File: src/rtl/seq_alu.sv
// Sequential ALU: single-cycle logic/add/sub, bit-serial unsigned multiply and divide.
// Optional divider is built only when SEQ_ALU_DIVIDER_EN is defined; otherwise opcode 5 is illegal.
`timescale 1ns/1ps
module seq_alu #(
    parameter int WIDTH = 32
) (
    input  logic             clk,
    input  logic             reset_n,
    input  logic             in_valid,
    output logic             in_ready,
    input  logic [WIDTH-1:0] src_a,
    input  logic [WIDTH-1:0] src_b,
    input  logic [4:0]       sig_alu_control,
    output logic             out_valid,
    input  logic             out_ready,
    output logic [WIDTH-1:0] result,
    output logic [WIDTH-1:0] result_hi,
    output logic             zero,
    output logic             err,
    output logic [1:0]       fsm_state
);

    localparam int CW = $clog2(WIDTH + 1);

    localparam logic [4:0] OP_AND  = 5'd0;
    localparam logic [4:0] OP_OR   = 5'd1;
    localparam logic [4:0] OP_ADD  = 5'd2;
    localparam logic [4:0] OP_SUB  = 5'd3;
    localparam logic [4:0] OP_MULU = 5'd4;
`ifdef SEQ_ALU_DIVIDER_EN
    localparam logic [4:0] OP_DIVU = 5'd5;
`endif

    typedef enum logic [1:0] {
        IDLE = 2'd0,
        MUL  = 2'd1,
`ifdef SEQ_ALU_DIVIDER_EN
        DIV  = 2'd2,
`endif
        DONE = 2'd3
    } state_t;

    state_t           state;
    logic [WIDTH-1:0] op_b;
    logic [WIDTH-1:0] acc_hi;
    logic [WIDTH-1:0] acc_lo;
    logic [CW-1:0]    cnt;

    // Both sides transfer on valid & ready at a rising edge: a request is taken
    // only in IDLE, and a result stays frozen in DONE until out_ready is seen.
    logic accept;
    assign accept    = in_valid & in_ready;
    assign in_ready  = (state == IDLE);
    assign out_valid = (state == DONE);
    assign fsm_state = state;

    logic [WIDTH-1:0] quick_res;
    logic [WIDTH-1:0] quick_hi;
    logic             quick_err;

    always_comb begin
        quick_res = '0;
        quick_hi  = '0;
        quick_err = 1'b0;
        case (sig_alu_control)
            OP_AND:  quick_res = src_a & src_b;
            OP_OR:   quick_res = src_a | src_b;
            OP_ADD:  quick_res = src_a + src_b;
            OP_SUB:  quick_res = src_a - src_b;
            OP_MULU: quick_res = '0;
`ifdef SEQ_ALU_DIVIDER_EN
            // Only reached for a zero divisor; non-zero divisors take the DIV path.
            OP_DIVU: begin
                quick_res = '1;
                quick_hi  = src_a;
                quick_err = 1'b1;
            end
`endif
            default: quick_err = 1'b1;
        endcase
    end

    // Shift-add step: {acc_hi, acc_lo} shifts right with the partial sum entering at the top.
    logic [WIDTH:0]   mul_sum;
    logic [WIDTH-1:0] mul_hi_next;
    logic [WIDTH-1:0] mul_lo_next;

    always_comb begin
        mul_sum     = {1'b0, acc_hi} + (acc_lo[0] ? {1'b0, op_b} : '0);
        mul_hi_next = mul_sum[WIDTH:1];
        mul_lo_next = {mul_sum[0], acc_lo[WIDTH-1:1]};
    end

`ifdef SEQ_ALU_DIVIDER_EN
    logic [WIDTH:0]   div_shift;
    logic [WIDTH:0]   div_diff;
    logic             div_ge;
    logic [WIDTH-1:0] div_rem_next;
    logic [WIDTH-1:0] div_q_next;

    always_comb begin
        div_shift    = {acc_hi, acc_lo[WIDTH-1]};
        div_diff     = div_shift - {1'b0, op_b};
        div_ge       = (div_shift >= {1'b0, op_b});
        div_rem_next = div_ge ? div_diff[WIDTH-1:0] : div_shift[WIDTH-1:0];
        div_q_next   = {acc_lo[WIDTH-2:0], div_ge};
    end
`endif

    always_ff @(posedge clk or negedge reset_n) begin
        if (!reset_n) begin
            state     <= IDLE;
            result    <= '0;
            result_hi <= '0;
            zero      <= 1'b0;
            err       <= 1'b0;
            cnt       <= '0;
            acc_hi    <= '0;
            acc_lo    <= '0;
            op_b      <= '0;
        end else begin
            case (state)
                IDLE: begin
                    if (accept) begin
                        acc_hi <= '0;
                        acc_lo <= src_a;
                        op_b   <= src_b;
                        cnt    <= '0;
                        if (sig_alu_control == OP_MULU) begin
                            state <= MUL;
                        end
`ifdef SEQ_ALU_DIVIDER_EN
                        else if (sig_alu_control == OP_DIVU && src_b != '0) begin
                            state <= DIV;
                        end
`endif
                        else begin
                            state     <= DONE;
                            result    <= quick_res;
                            result_hi <= quick_hi;
                            zero      <= (quick_res == '0);
                            err       <= quick_err;
                        end
                    end
                end
                MUL: begin
                    acc_hi <= mul_hi_next;
                    acc_lo <= mul_lo_next;
                    cnt    <= cnt + CW'(1);
                    if (cnt == CW'(WIDTH - 1)) begin
                        state     <= DONE;
                        result    <= mul_lo_next;
                        result_hi <= mul_hi_next;
                        zero      <= (mul_lo_next == '0);
                        err       <= 1'b0;
                    end
                end
`ifdef SEQ_ALU_DIVIDER_EN
                DIV: begin
                    acc_hi <= div_rem_next;
                    acc_lo <= div_q_next;
                    cnt    <= cnt + CW'(1);
                    if (cnt == CW'(WIDTH - 1)) begin
                        state     <= DONE;
                        result    <= div_q_next;
                        result_hi <= div_rem_next;
                        zero      <= (div_q_next == '0);
                        err       <= 1'b0;
                    end
                end
`endif
                DONE: begin
                    if (out_ready) state <= IDLE;
                end
                default: state <= IDLE;
            endcase
        end
    end

endmodule

File: config.mk
export PLATFORM = sky130hd
export DESIGN_NAME = seq_alu
export DESIGN_NICKNAME = d
export VERILOG_FILES = /design/src/rtl/seq_alu.sv
export SDC_FILE = /design/constraint.sdc
export NUM_CORES = 1
export LEC_CHECK = 0
export CORE_MARGIN = 2
export CORE_UTILIZATION = 55
export CTS_CLUSTER_DIAMETER = 50
export DETAILED_ROUTE_END_ITERATION = 12
export GPL_ROUTABILITY_DRIVEN = 0
export PLACE_DENSITY = 0.77
export SYNTH_ARGS = -nofsm -noshare
export SYNTH_HDL_FRONTEND = slang
export SYNTH_SLANG_ARGS = --single-unit
export TNS_END_PERCENT = 1
File: constraint.sdc
create_clock -name clk -period 3.7 [get_ports clk]
set_input_delay 0.74 -clock clk [delete_from_list [all_inputs] [get_ports clk]]
set_output_delay 0.74 -clock clk [all_outputs]
set_load 0.03 [all_outputs]
==> flow_summary.yaml <==
run_status:
  outcome: "complete, but fails checks"
  violations: "negative setup slack"
placement:
  dpl_cell_area_um2: 15100
  place_hpwl_mm: 28.6
  portBuffers: 142
drt:
  drt_pass1_iterations: 6
  wl_met2_mm: 18.3
  drcViolationCount: 0
  dr_total_vias: 12804
  drt_iter0_drc: 1146
  wl_met3_mm: 4.01
  wl_per_cell_um: 19.4
  m1WireLength_mm: 16.1
  top_layer: "met4"
  wl_mm: 40.3
  avgViaCountPerCell: 6.16
  antenna_left: 0
cts:
  clock_sinks: 170
  root_buffer: "clkbuf_16"
  clk_latency_ps: 430
  cts_tree: "done"
  htreeDepth: 4
  clock_path_buffers: 2
  numCtsBuffers: 17
  postCtsHoldBufs: 0
  cts.clk_slew.worst_paths_ps: 80
setup_path:
  startpoint_type: "input pin"
  cp.arrival_ps: 5250
  cp_slowest_cell: "clkdlybuf4s50_1"
  r2r-start: "op_b[0]"
  cp-end-kind: "flip-flop"
  worstPathCellList: "clkdlybuf4s50_1 > or3_4 > nor2_4 > nand2_2 > buf_4 > o21ai_0 > xor2_1 > ha_1 > a211oi_2 > o21ai_2 > a221oi_4 > buf_4 > inv_1 > or3_1 > a32o_2 > nor4_4 > nand4_1 > nor4_2 > nand4_1 > o31ai_2"
  r2r_cells: 13
  path_max_fanout: 8
  cp.required_ps: 4040
  rrSetupSlack_ps: 140
  cp_slowest_stage_delay_ps: 430
  setup.worst_path.class: "input pin to flip-flop"
  timing.rr.end: "acc_hi[31]"
min_path:
  min_path_type: "input pin to asynchronous set/reset pin"
sta:
  setup_slack_ps: -1200
  maxSlewViolCount: 0
  slew_headroom: 0.410
  min_period_over_period: 1.33
  fmax_ghz: 0.204
  hold_viol_final: 0
  setup_viol_count_final: 23
  period_minus_slack_ps: 4900
  rsz0062_at_grt: "true"
  tns_ps: -14450
  worst_slew_pin_slew_ps: 886
  skew_ps: 10.6
finish:
  fillCellCount: 1427
  seq_area_um2: 4250
  drive_above_1_share: 0.224
  antenna_cells: 0
  fin_nets: 1934
  multi_input_area_um2: 7760
  final_area_um2: 16400
  syn_to_final_growth_pct: 38.0
power_and_ir_drop:
  vdd_ir_drop_max_mv: 0.384
  total_power_uw: 10700
  powerDensity_nw_per_um2: 654
  intPower_uw: 5820
  seqPwrFrac: 0.303
  clkPwrFrac: 0.161
  p_sw_uw: 4870
  p_comb_frac: 0.536
  sw_frac_of_total: 0.456
  p_leak_uw: 0.00760
logic_synthesis:
  synth_edf_count: 0
  ys_seq_area_frac: 0.359
  syn_nets: 1601
  syn_area_per_cell_um2: 8.12
  synth_seq_cells: 170
  synth_top_area_frac: 0.359
  yosys-top-cells-area: "dfrtp_1 (36%), nand2_1 (11%), ha_1 (7.1%), o21ai_0 (4.9%), a21oi_1 (3.8%)"
  yosysMostFrequentCell: "nand2_1"
  synth.cell_area_um2: 11900
  synth_ff_type: "dfrtp_1"
  synthCells: 1459
  async_flop_share: 1.00
  yosysWarnings: 0
  yosysTopAreaCell: "dfrtp_1"
  synth_cell_type_count: 85
  synthTopCellsByCount: "nand2_1 (341), dfrtp_1 (170), o21ai_0 (117)"
floorplan:
  die_y_um: 151
  row_count: 53
  core_um2: 21100
  ioPinCount: 143
  die_x_um: 151
  die-area_um2: 22700
  start_util: 0.562
global_routing:
  grt_antenna_before_repair: 0
  grt.total_usage: 0.351
  grt-ovfl-total: 0
  grt_first_pass_wirelength_mm: 62.7
  grt_max_degree: 83
  grt_pass1_vias: 12284
flow_run:
  drv_cap: 0
## state kept, by name, indices dropped and copies added, names as in the netlist
name / count
result_hi: 32
op_b: 32
acc_hi: 32
result: 32
err: 1
acc_lo: 32
zero: 1
cnt: 6
fsm_state: 2
## power by group through the flow
stage	Clock (uW)	Combinational, uW	Sequential, uW
after floorplan	0	3010	3630
after global placement	0	5250	3210
after detailed placement	0	5440	3230
after CTS	1740	5560	3220
after global routing	1820	6230	3320
final	1720	5730	3240
## per-stage QoR
stage                     setup slack [ps]   util  hold WS (ps)  instances
after global routing                 -1430  0.776           406       2080
after global placement               -1770  0.715           451       2021
after CTS                            -1040  0.762           373       2073
after detailed placement             -1950  0.715           455       2021
final                                -1200  0.776           351       2080
after floorplan                      -1100      -           437       1459
## kinds of logic after synthesis
family / Yosys count / synth area share
simple gates: 616 / 0.238
compound gates: 400 / 0.216
flops: 170 / 0.359
buf+inv: 100 / 0.0322
fa+ha+maj: 90 / 0.0918
xor+xnor: 71 / 0.0525
mux: 12 / 0.0102
## repair_timing
item / 4_1_cts / 5_1_grt
endpoints found under the setup margin: 25 / 31
setup buffers: 20 / 7
resized for setup: 92 / 62
pin swaps: 44 / 43
hold endpoints to repair: 0 / 0
## critical path: cells and delay by family
kind / cells / cell delay [ps]
AND/OR/NAND/NOR: 8 / 1780
AO/OA/AOI/OAI: 6 / 1360
buffers and inverters: 4 / 840
adder cells (fa/ha/maj): 1 / 300
XOR/XNOR: 1 / 220
## layout make-up
cell class / count / share of cell area
tap: 275 / 0.0210
sequential: 170 / 0.260
inverter: 22 / 0.00505
clock buffer: 18 / 0.0269
timing repair buffer: 392 / 0.204
clock inverter: 14 / 0.00811
multi-input combinational: 1189 / 0.474
## metal layers
layer,track usage,vias up
li1,-,5872
met1,0.484,5973
met2,0.565,783
met3,0.0464,176
met4,0.141,0
met5,0,-
## layout by cell type, fill, tap and decap left out, drive strengths merged, types with 28 or more instances in the layout
cell type	count
nand2	342
buf	255
dfrtp	170
clkdlybuf4s50	131
o21ai	128
a21oi	92
nor2	77
ha	67
and2	45
xnor2	37
xor2	34
inv	30
a22oi	28
nor3	28
## worst max path at each step
stage / from / end / slack [ps] / cells past startpoint
2_1_floorplan: src_b[7] / zero / -1100 / 18
3_3_place_gp: src_b[10] / result[31] / -1770 / 20
3_5_place_dp: src_b[10] / zero / -1950 / 19
4_1_cts: src_b[10] / zero / -1040 / 20
5_1_grt: sig_alu_control[4] / zero / -1430 / 20
6_report: sig_alu_control[4] / zero / -1200 / 20
Power figures use the tool's default switching activity.
